File: config.mk
export PLATFORM = sky130hd
export DESIGN_NAME = mem_port_arbiter_flat
export DESIGN_NICKNAME = d
export VERILOG_FILES = /design/src/rtl/mem_arb_pkg.sv /design/src/rtl/mem_port_arbiter_if.sv /design/src/rtl/mem_port_arbiter_starve.sv /design/src/rtl/mem_port_arbiter.sv /design/src/flat_wrapper.sv
export SDC_FILE = /design/constraint.sdc
export NUM_CORES = 1
export LEC_CHECK = 0
export CORE_ASPECT_RATIO = 0.5
export CORE_MARGIN = 2
export CORE_UTILIZATION = 35
export CTS_CLUSTER_DIAMETER = 100
export DETAILED_ROUTE_END_ITERATION = 10
export PLACE_DENSITY_LB_ADDON = 0.12
export SYNTH_ARGS = -nofsm -noshare
export SYNTH_HDL_FRONTEND = slang
export SYNTH_HIERARCHICAL = 1
export SYNTH_SLANG_ARGS = --single-unit
File: constraint.sdc
create_clock -name clk_i -period 11.3 [get_ports clk_i]
set_input_delay 1.13 -clock clk_i [delete_from_list [all_inputs] [get_ports clk_i]]
set_output_delay 1.13 -clock clk_i [all_outputs]
set_load 0.02 [all_outputs]
File: src/rtl/mem_arb_pkg.sv
// Shared types and width helpers for the unified-memory port arbiter.
// Imported by the arbiter top and its starvation counter.
package mem_arb_pkg;

   typedef enum logic [1:0] {
      IDLE,
      WAIT,
      DONE
   } state_t;

   typedef enum logic {
      OWN_IF,
      OWN_DM
   } owner_t;

   localparam int BYTE_W = 8;

   // Bits needed to hold the values 0..max_val.
   function automatic int cnt_w(input int max_val);
      return (max_val < 2) ? 1 : $clog2(max_val + 1);
   endfunction

endpackage

File: src/rtl/mem_port_arbiter_if.sv
// Requester and memory bus bundle for the fetch/data port arbiter.
// slave: arbiter view; master: pipeline + memory view.
interface mem_arb_if #(
   parameter int ADDR_W = 32,
   parameter int DATA_W = 32
);
   localparam int BE_W = DATA_W / 8;

   logic              if_req;
   logic [ADDR_W-1:0] if_addr;
   logic [DATA_W-1:0] if_rdata;
   logic              if_ack;
   logic              if_stall;

   logic              dm_req;
   logic              dm_we;
   logic [ADDR_W-1:0] dm_addr;
   logic [DATA_W-1:0] dm_wdata;
   logic [BE_W-1:0]   dm_be;
   logic [DATA_W-1:0] dm_rdata;
   logic              dm_ack;
   logic              dm_stall;

   logic              mem_en;
   logic              mem_we;
   logic [ADDR_W-1:0] mem_addr;
   logic [DATA_W-1:0] mem_wdata;
   logic [BE_W-1:0]   mem_be;
   logic [DATA_W-1:0] mem_rdata;

   modport slave (
      input  if_req, if_addr,
      input  dm_req, dm_we, dm_addr, dm_wdata, dm_be,
      input  mem_rdata,
      output if_rdata, if_ack, if_stall,
      output dm_rdata, dm_ack, dm_stall,
      output mem_en, mem_we, mem_addr, mem_wdata, mem_be
   );

   modport master (
      output if_req, if_addr,
      output dm_req, dm_we, dm_addr, dm_wdata, dm_be,
      output mem_rdata,
      input  if_rdata, if_ack, if_stall,
      input  dm_rdata, dm_ack, dm_stall,
      input  mem_en, mem_we, mem_addr, mem_wdata, mem_be
   );

endinterface

File: src/rtl/mem_port_arbiter_starve.sv
// Saturating count of back-to-back data grants taken while fetch waits.
// limit_hit_o hands the next contested grant to fetch.
module arb_starve_counter
   import mem_arb_pkg::*;
#(
   parameter int LIMIT = 4
) (
   input  logic clk_i,
   input  logic rst_i,
   input  logic inc_i,
   input  logic clr_i,
   output logic limit_hit_o
);

   localparam int CW = cnt_w(LIMIT);
   localparam logic [CW-1:0] MAX = CW'(LIMIT);

   logic [CW-1:0] cnt_q, cnt_d;

   always_comb begin
      cnt_d = cnt_q;
      if (clr_i) begin
         cnt_d = '0;
      end else if (inc_i && (cnt_q != MAX)) begin
         cnt_d = cnt_q + 1'b1;
      end
   end

   always_ff @(posedge clk_i or posedge rst_i) begin
      if (rst_i) begin
         cnt_q <= '0;
      end else begin
         cnt_q <= cnt_d;
      end
   end

   assign limit_hit_o = (cnt_q == MAX);

endmodule

File: src/rtl/mem_port_arbiter.sv
// Shares one fixed-latency single-port memory between fetch and data.
// Data wins contested grants until fetch has waited STARVE_LIMIT times.
module mem_port_arbiter
   import mem_arb_pkg::*;
#(
   parameter int ADDR_W       = 32,
   parameter int DATA_W       = 32,
   parameter int MEM_LATENCY  = 2,
   parameter int STARVE_LIMIT = 4
) (
   input  logic       clk_i,
   input  logic       rst_i,
   mem_arb_if.slave   bus
);

   localparam int BE_W  = DATA_W / BYTE_W;
   localparam int LAT_W = cnt_w(MEM_LATENCY);
   localparam logic [LAT_W-1:0] LAT_LAST = LAT_W'(MEM_LATENCY);

   state_t            state_q, state_d;
   owner_t            owner_q, owner_d;
   logic [LAT_W-1:0]  lat_q, lat_d;
   logic              mem_en_q, mem_en_d;
   logic              mem_we_q, mem_we_d;
   logic [ADDR_W-1:0] addr_q, addr_d;
   logic [DATA_W-1:0] wdata_q, wdata_d;
   logic [BE_W-1:0]   be_q, be_d;
   logic [DATA_W-1:0] if_rdata_q, if_rdata_d;
   logic [DATA_W-1:0] dm_rdata_q, dm_rdata_d;
   logic              if_ack_q, if_ack_d;
   logic              dm_ack_q, dm_ack_d;

   logic limit_hit;
   logic st_inc;
   logic st_clr;
   logic gnt_dm;

   arb_starve_counter #(
      .LIMIT (STARVE_LIMIT)
   ) u_starve (
      .clk_i       (clk_i),
      .rst_i       (rst_i),
      .inc_i       (st_inc),
      .clr_i       (st_clr),
      .limit_hit_o (limit_hit)
   );

   always_comb begin
      state_d    = state_q;
      owner_d    = owner_q;
      lat_d      = lat_q;
      mem_en_d   = 1'b0;
      mem_we_d   = mem_we_q;
      addr_d     = addr_q;
      wdata_d    = wdata_q;
      be_d       = be_q;
      if_rdata_d = if_rdata_q;
      dm_rdata_d = dm_rdata_q;
      if_ack_d   = 1'b0;
      dm_ack_d   = 1'b0;
      st_inc     = 1'b0;
      st_clr     = 1'b0;
      gnt_dm     = bus.dm_req & (~bus.if_req | ~limit_hit);

      unique case (state_q)
         IDLE: begin
            if (bus.dm_req | bus.if_req) begin
               state_d  = WAIT;
               lat_d    = '0;
               mem_en_d = 1'b1;
               if (gnt_dm) begin
                  owner_d  = OWN_DM;
                  mem_we_d = bus.dm_we;
                  addr_d   = bus.dm_addr;
                  wdata_d  = bus.dm_wdata;
                  be_d     = bus.dm_be;
                  st_inc   = bus.if_req;
                  st_clr   = ~bus.if_req;
               end else begin
                  owner_d  = OWN_IF;
                  mem_we_d = 1'b0;
                  addr_d   = bus.if_addr;
                  be_d     = '1;
                  st_clr   = 1'b1;
               end
            end
         end
         WAIT: begin
            if (lat_q == LAT_LAST) begin
               state_d = DONE;
               if (owner_q == OWN_IF) begin
                  if_rdata_d = bus.mem_rdata;
                  if_ack_d   = 1'b1;
               end else begin
                  dm_ack_d = 1'b1;
                  // Writes leave the last read result visible.
                  if (!mem_we_q) begin
                     dm_rdata_d = bus.mem_rdata;
                  end
               end
            end else begin
               lat_d = lat_q + 1'b1;
            end
         end
         DONE: begin
            state_d = IDLE;
         end
         default: begin
            state_d = IDLE;
         end
      endcase
   end

   always_ff @(posedge clk_i or posedge rst_i) begin
      if (rst_i) begin
         state_q    <= IDLE;
         owner_q    <= OWN_IF;
         lat_q      <= '0;
         mem_en_q   <= 1'b0;
         mem_we_q   <= 1'b0;
         addr_q     <= '0;
         wdata_q    <= '0;
         be_q       <= '0;
         if_rdata_q <= '0;
         dm_rdata_q <= '0;
         if_ack_q   <= 1'b0;
         dm_ack_q   <= 1'b0;
      end else begin
         state_q    <= state_d;
         owner_q    <= owner_d;
         lat_q      <= lat_d;
         mem_en_q   <= mem_en_d;
         mem_we_q   <= mem_we_d;
         addr_q     <= addr_d;
         wdata_q    <= wdata_d;
         be_q       <= be_d;
         if_rdata_q <= if_rdata_d;
         dm_rdata_q <= dm_rdata_d;
         if_ack_q   <= if_ack_d;
         dm_ack_q   <= dm_ack_d;
      end
   end

   assign bus.mem_en    = mem_en_q;
   assign bus.mem_we    = mem_we_q;
   assign bus.mem_addr  = addr_q;
   assign bus.mem_wdata = wdata_q;
   assign bus.mem_be    = be_q;
   assign bus.if_rdata  = if_rdata_q;
   assign bus.if_ack    = if_ack_q;
   assign bus.dm_rdata  = dm_rdata_q;
   assign bus.dm_ack    = dm_ack_q;
   assign bus.if_stall  = bus.if_req & ~if_ack_q;
   assign bus.dm_stall  = bus.dm_req & ~dm_ack_q;

endmodule

File: src/flat_wrapper.sv
// flat-port wrapper written by rule: the top's interface ports become plain ports
module mem_port_arbiter_flat import mem_arb_pkg::*;
#(
   parameter int ADDR_W       = 32,
   parameter int DATA_W       = 32,
   parameter int MEM_LATENCY  = 2,
   parameter int STARVE_LIMIT = 4
)
  (clk_i, rst_i, bus_if_req, bus_if_addr, bus_dm_req, bus_dm_we, bus_dm_addr, bus_dm_wdata, bus_dm_be, bus_mem_rdata, bus_if_rdata, bus_if_ack, bus_if_stall, bus_dm_rdata, bus_dm_ack, bus_dm_stall, bus_mem_en, bus_mem_we, bus_mem_addr, bus_mem_wdata, bus_mem_be);
  mem_arb_if #(.ADDR_W(ADDR_W), .DATA_W(DATA_W)) bus_i ();
  input  logic clk_i;
  input  logic rst_i;
  input wire logic [$bits(bus_i.if_req)-1:0] bus_if_req;
  input wire logic [$bits(bus_i.if_addr)-1:0] bus_if_addr;
  input wire logic [$bits(bus_i.dm_req)-1:0] bus_dm_req;
  input wire logic [$bits(bus_i.dm_we)-1:0] bus_dm_we;
  input wire logic [$bits(bus_i.dm_addr)-1:0] bus_dm_addr;
  input wire logic [$bits(bus_i.dm_wdata)-1:0] bus_dm_wdata;
  input wire logic [$bits(bus_i.dm_be)-1:0] bus_dm_be;
  input wire logic [$bits(bus_i.mem_rdata)-1:0] bus_mem_rdata;
  output wire logic [$bits(bus_i.if_rdata)-1:0] bus_if_rdata;
  output wire logic [$bits(bus_i.if_ack)-1:0] bus_if_ack;
  output wire logic [$bits(bus_i.if_stall)-1:0] bus_if_stall;
  output wire logic [$bits(bus_i.dm_rdata)-1:0] bus_dm_rdata;
  output wire logic [$bits(bus_i.dm_ack)-1:0] bus_dm_ack;
  output wire logic [$bits(bus_i.dm_stall)-1:0] bus_dm_stall;
  output wire logic [$bits(bus_i.mem_en)-1:0] bus_mem_en;
  output wire logic [$bits(bus_i.mem_we)-1:0] bus_mem_we;
  output wire logic [$bits(bus_i.mem_addr)-1:0] bus_mem_addr;
  output wire logic [$bits(bus_i.mem_wdata)-1:0] bus_mem_wdata;
  output wire logic [$bits(bus_i.mem_be)-1:0] bus_mem_be;
  assign bus_i.if_req = bus_if_req;
  assign bus_i.if_addr = bus_if_addr;
  assign bus_i.dm_req = bus_dm_req;
  assign bus_i.dm_we = bus_dm_we;
  assign bus_i.dm_addr = bus_dm_addr;
  assign bus_i.dm_wdata = bus_dm_wdata;
  assign bus_i.dm_be = bus_dm_be;
  assign bus_i.mem_rdata = bus_mem_rdata;
  assign bus_if_rdata = bus_i.if_rdata;
  assign bus_if_ack = bus_i.if_ack;
  assign bus_if_stall = bus_i.if_stall;
  assign bus_dm_rdata = bus_i.dm_rdata;
  assign bus_dm_ack = bus_i.dm_ack;
  assign bus_dm_stall = bus_i.dm_stall;
  assign bus_mem_en = bus_i.mem_en;
  assign bus_mem_we = bus_i.mem_we;
  assign bus_mem_addr = bus_i.mem_addr;
  assign bus_mem_wdata = bus_i.mem_wdata;
  assign bus_mem_be = bus_i.mem_be;
  mem_port_arbiter #(.ADDR_W(ADDR_W), .DATA_W(DATA_W), .MEM_LATENCY(MEM_LATENCY), .STARVE_LIMIT(STARVE_LIMIT)) u_core (.clk_i(clk_i), .rst_i(rst_i), .bus(bus_i));
endmodule
; Word level (Yosys, flattened, before mapping)
; Cells that the tools add are included.
[word_totals]
ff_bits = 144
input_bits = 137
out_inout_bits = 138
elab_cells = 69
[op_classes]
n_addsub = 2
eq_ne = 7
muxes = 26
bitwise = 11
reduce_logical = 10
[ops]
columns = cell, count
row1 = $mux W32, 1
row2 = $mux W1, 16
row3 = $reduce_and A3 Y1, 3
row4 = $mux W2, 4
row5 = $pmux W2 S2, 2
row6 = $mux W3, 2
row7 = $not A1 Y1, 6
row8 = $mux W4, 1
row9 = $ne A2 B1 Y1 const B, 2
row10 = $reduce_and A2 Y1, 2
row11 = $reduce_and A4 Y1, 1
row12 = $reduce_bool A2 Y1, 2
row13 = $add A3 B1 Y3 const B, 1
row14 = $and A1 B1 Y1, 3
row15 = $eq A3 B3 Y1 const B, 1
row16 = $ne A3 B3 Y1 const B, 1
row17 = $add A2 B1 Y2 const B, 1
row18 = $eq A2 B1 Y1 const B, 1
row19 = $eq A2 B2 Y1 const B, 1
row20 = $logic_not A2 Y1, 1
row21 = $ne A2 B2 Y1 const B, 1
row22 = $or A1 B1 Y1, 2
row23 = $logic_and A1 B1 Y1, 1

; Depth between registers and ports, before layout
[logic_depth]
word_depth = 10
mapped_depth = 8
mapped_depth_nobuf = 7

; By module
; Netlist, hierarchy kept.
[modules_own_cells]
columns = mod, n_inst, cells_each, area_per_inst_um2, seq_area_each_um2
row1 = mem_port_arbiter, 1, 392, 5906.9, 3528.4
row2 = arb_starve_counter, 1, 19, 201.4, 75.1

; Least setup slack after synthesis
; Ideal clock, no wire load.
[synth_timing]
path_kind = input -> output
from = input bus_dm_req
to = output bus_dm_stall
arrival_time_ns = 1.457
required_ns = 10.170
path_slack_ns = 8.713
cell_stages = 1
path_buffers = 0
path_cell_list = nor2b_1
[synth_via]
elab_chain_cells = 1
[synth_lines]
columns = item, line_no
row1 = from (decl), flat_wrapper.sv:15  ; input wire logic [$bits(bus_i.dm_req)-1:0] bus_dm_req;
row2 = $and A1 B1 Y1, mem_port_arbiter.sv:154  ; assign bus.dm_stall = bus.dm_req & ~dm_ack_q;
row3 = to (decl), flat_wrapper.sv:26  ; output wire logic [$bits(bus_i.dm_stall)-1:0] bus_dm_stall;
; Every way passes these cells.

; Worst setup path after layout
[layout_timing]
from = input bus_if_req
to = output bus_if_stall
[layout_via]
elab_chain_cells = 1
[layout_lines]
columns = item, line_no
row1 = from (decl), flat_wrapper.sv:13  ; input wire logic [$bits(bus_i.if_req)-1:0] bus_if_req;
row2 = $and A1 B1 Y1, mem_port_arbiter.sv:153  ; assign bus.if_stall = bus.if_req & ~if_ack_q;
row3 = to (decl), flat_wrapper.sv:23  ; output wire logic [$bits(bus_i.if_stall)-1:0] bus_if_stall;
; Every way passes these cells.

==> flow_summary.toml <==
[power]
p_comb_share_pct = 49.1
intPower_mw = 1.870
irDropWorstVdd_v = 0.0001486
seqPwrFrac_pct = 31.6
power.leakage_nw = 4.046
switching_power_mw = 1.007
power_frac_clock_pct = 19.3
p_sw_share_pct = 35.00
powerDensity_nw_per_um2 = 299.9

[clock_tree]
hold_buffers = 0
cts_root_buf = "clkbuf_16"
clock_latency_ps = 420
clk_path_buf_depth = 2
cts_tree = "yes"
numCtsBuffers = 17
cts_setup_buffers = 0
ctsResizeCount = 0
clk_pin_slew_worst_paths_ps = 60
h-tree-depth = 4
cts_sinks = 144

[logic_synthesis]
yosys.area.top_type_share_pct = 58.99
synth.area.top_cells = "dfrtp_1 59%, mux2_4 15%, mux2_1 5.2%"
synth_largest_area_cell = "dfrtp_1"
synth.net_count = 551
netlist_area_um2 = 6108
ys_seq_area_share_pct = 58.99
syn_avg_cell_area_um2 = 14.86
synthDistinctLibCells = 35
postSynthCellCount = 411
synth_seq_cells = 144
yosysWarnings = 6

[critical_path]
cpMostUsedCell = "clkdlybuf4s50_1"
cp-end-kind = "output pin"
crit_chain = "clkdlybuf4s50_1 > nor2b_1 > clkdlybuf4s50_1"
worstPathMaxFanout = 7
slowest_stage = "clkdlybuf4s50_1"
crit_type = "in -> out"
r2r-start = "u_core/u_starve/cnt_q[0]"
slowest_delay_ps = 610
arrival_ps = 2500
start_kind = "primary input"
required_ps = 10170
worstSetupStartpoint = "bus_if_req"

[sta]
setup_violations = 0
skew_ps = 21.87
fmax_mhz = 275.1
tightest_slew_ps = 922.8
grt_setup_unrepaired = "no"
hold_viol = 0
whs_ps = 473.6
relSlewSlack_pct = 38.48
period_minus_slack_ps = 3634
min_period_over_period_pct = 32.16
finalSetupTns_ps = 0
slew_violations = 0

[global_route]
grt_usage_pct = 17.61
antenna_found_initial = 0
grt_pass1_wl_mm = 25.42
grt_pass1_vias = 4580
grt-ovfl-total = 0
grt_max_degree = 72

[die]
die-area_um2 = 18590
rows = 34
pin_count = 275
initial_core_util_pct = 35.45
dieHeight_um = 97.42
core_area_um2 = 17230
die-width_um = 190.8

[routing]
dr_total_vias = 4314
dr.first_iter.drc_count = 135
drc = 0
wire_per_inst_um = 17.37
ant_nets = 0
first_pass_iters = 4
viasPerCell = 4.644
drt-total-wl_mm = 16.14

[layout]
fin_util_pct = 55.68
syn2layout_area_growth_pct = 57.05
fin_cells = 929
drive_above_1_share_pct = 16.98
design_area_um2 = 9593
nets = 822
diodes = 0

[hold_path]
min_from = "u_core/lat_q[0]"
hold_path.class = "reg -> reg"

[place]
io_buffer_count = 274
gp_congestion = 0.7872
place_area_um2 = 9004
dp_hpwl_mm = 10.81
dp_cells = 897

[outcome]
status = "complete, no violations"

[run]
maxCapViolCount = 0
worst paths after layout:
path | to | slack [ps] | depth (start not counted)
min in group asynchronous | u_core/u_starve/cnt_q[2] | 1030 | 2
worst min register to register | u_core/lat_q[0] | 470 | 1
worst min-delay path | u_core/lat_q[0] | 470 | 1
worst max-delay path | bus_if_stall | 7670 | 3
worst max register to register | u_core/bus.mem_wdata[30] | 8860 | 6
max in group asynchronous | u_core/bus.mem_wdata[7] | 8720 | 3
worst max-delay path, delay by kind of cell:
family        cells  cell delay [ps]
buf+inv           2             1200
simple gates      1              170
power by group through the flow:
stage | Clock, mW | Combinational [mW] | Sequential, mW
floorplan | 0 | 0.497 | 1.20
global placement | 0 | 1.42 | 0.910
finish | 0.555 | 1.41 | 0.908
detailed placement | 0 | 1.43 | 0.911
CTS | 0.572 | 1.43 | 0.910
global route | 0.595 | 1.49 | 0.943
placed cells by master (no fill, tap or decap), types with 3 or more instances in the layout:
| master | synthesis | layout |
|---|---|---|
| clkdlybuf4s50_1 | 0 | 274 |
| dfrtp_1 | 144 | 144 |
| mux2_4 | 60 | 60 |
| nand2_1 | 33 | 33 |
| a211oi_1 | 32 | 32 |
| a2bb2oi_1 | 32 | 32 |
| mux2_1 | 28 | 28 |
| clkbuf_16 | 0 | 17 |
| mux2_2 | 9 | 9 |
| clkinv_4 | 0 | 6 |
| buf_4 | 1 | 6 |
| inv_6 | 0 | 5 |
| inv_1 | 6 | 5 |
| o22a_1 | 4 | 4 |
| clkbuf_8 | 0 | 3 |
| nor2b_1 | 4 | 3 |
| ha_1 | 3 | 3 |
layer usage:
layer / track usage [%] / vias up / share of wire (%)
met5: 0 / - / 0
met4: 6.440 / 0 / 1.4
met2: 29.07 / 136 / 48
met3: 4.298 / 15 / 5.9
met1: 22.48 / 2130 / 44
li1: - / 2033 / -
kinds of logic after synthesis:
group                      synth area share [%]
buffers and inverters                     3.707
DFF                                       58.99
and+or+nand+nor                           4.466
AOI/OAI and AO/OA                         10.32
adders and majority gates                0.6146
muxes                                     21.90
metrics by stage:
| step | power (mW) | setup WS [ps] |
|---|---|---|
| after floorplan | 1.699 | 6389 |
| after global placement | 2.330 | 7671 |
| after detailed placement | 2.340 | 7666 |
| after CTS | 2.916 | 7659 |
| after global routing | 3.030 | 7615 |
| final | 2.877 | 7666 |
cells in the mapped netlist (all sizes together):
| master | n |
|---|---|
| ha | 3 |
| and3b | 1 |
| nand2b | 2 |
| a21bo | 1 |
| mux2i | 2 |
| mux2 | 97 |
| nand2 | 33 |
| nor3 | 1 |
| or3b | 1 |
| nor2b | 5 |
| buf | 19 |
| a2bb2oi | 32 |
| and4b | 2 |
| o21ai | 2 |
| and3 | 1 |
| o22ai | 1 |
| a211oi | 32 |
| a21o | 1 |
| a21oi | 2 |
| or2 | 1 |
| a21boi | 2 |
| inv | 7 |
| o22a | 4 |
| dfrtp | 144 |
| and2 | 1 |
| nor2 | 4 |
| clkbuf | 9 |
| a22o | 1 |
flip-flops by register name (all words and copies together), names as in the netlist, 2 cells and up:
register,count
u_core/u_starve/cnt_q,3
u_core/bus.mem_addr,32
u_core/state_q,2
u_core/lat_q,2
u_core/bus.if_rdata,32
u_core/bus.mem_be,4
u_core/bus.mem_wdata,32
u_core/bus.dm_rdata,32
area by class of cell:
class                   count  area, um2
well taps                 234      292.8
inverters                   7      31.28
clock buffers              20      466.7
clock inverters            12      122.6
fillers                  1454       7636
flip-flops and latches    144       3603
repair buffers            280       2788
multi-input cells         232       2288
Power figures use the tool's default switching activity.
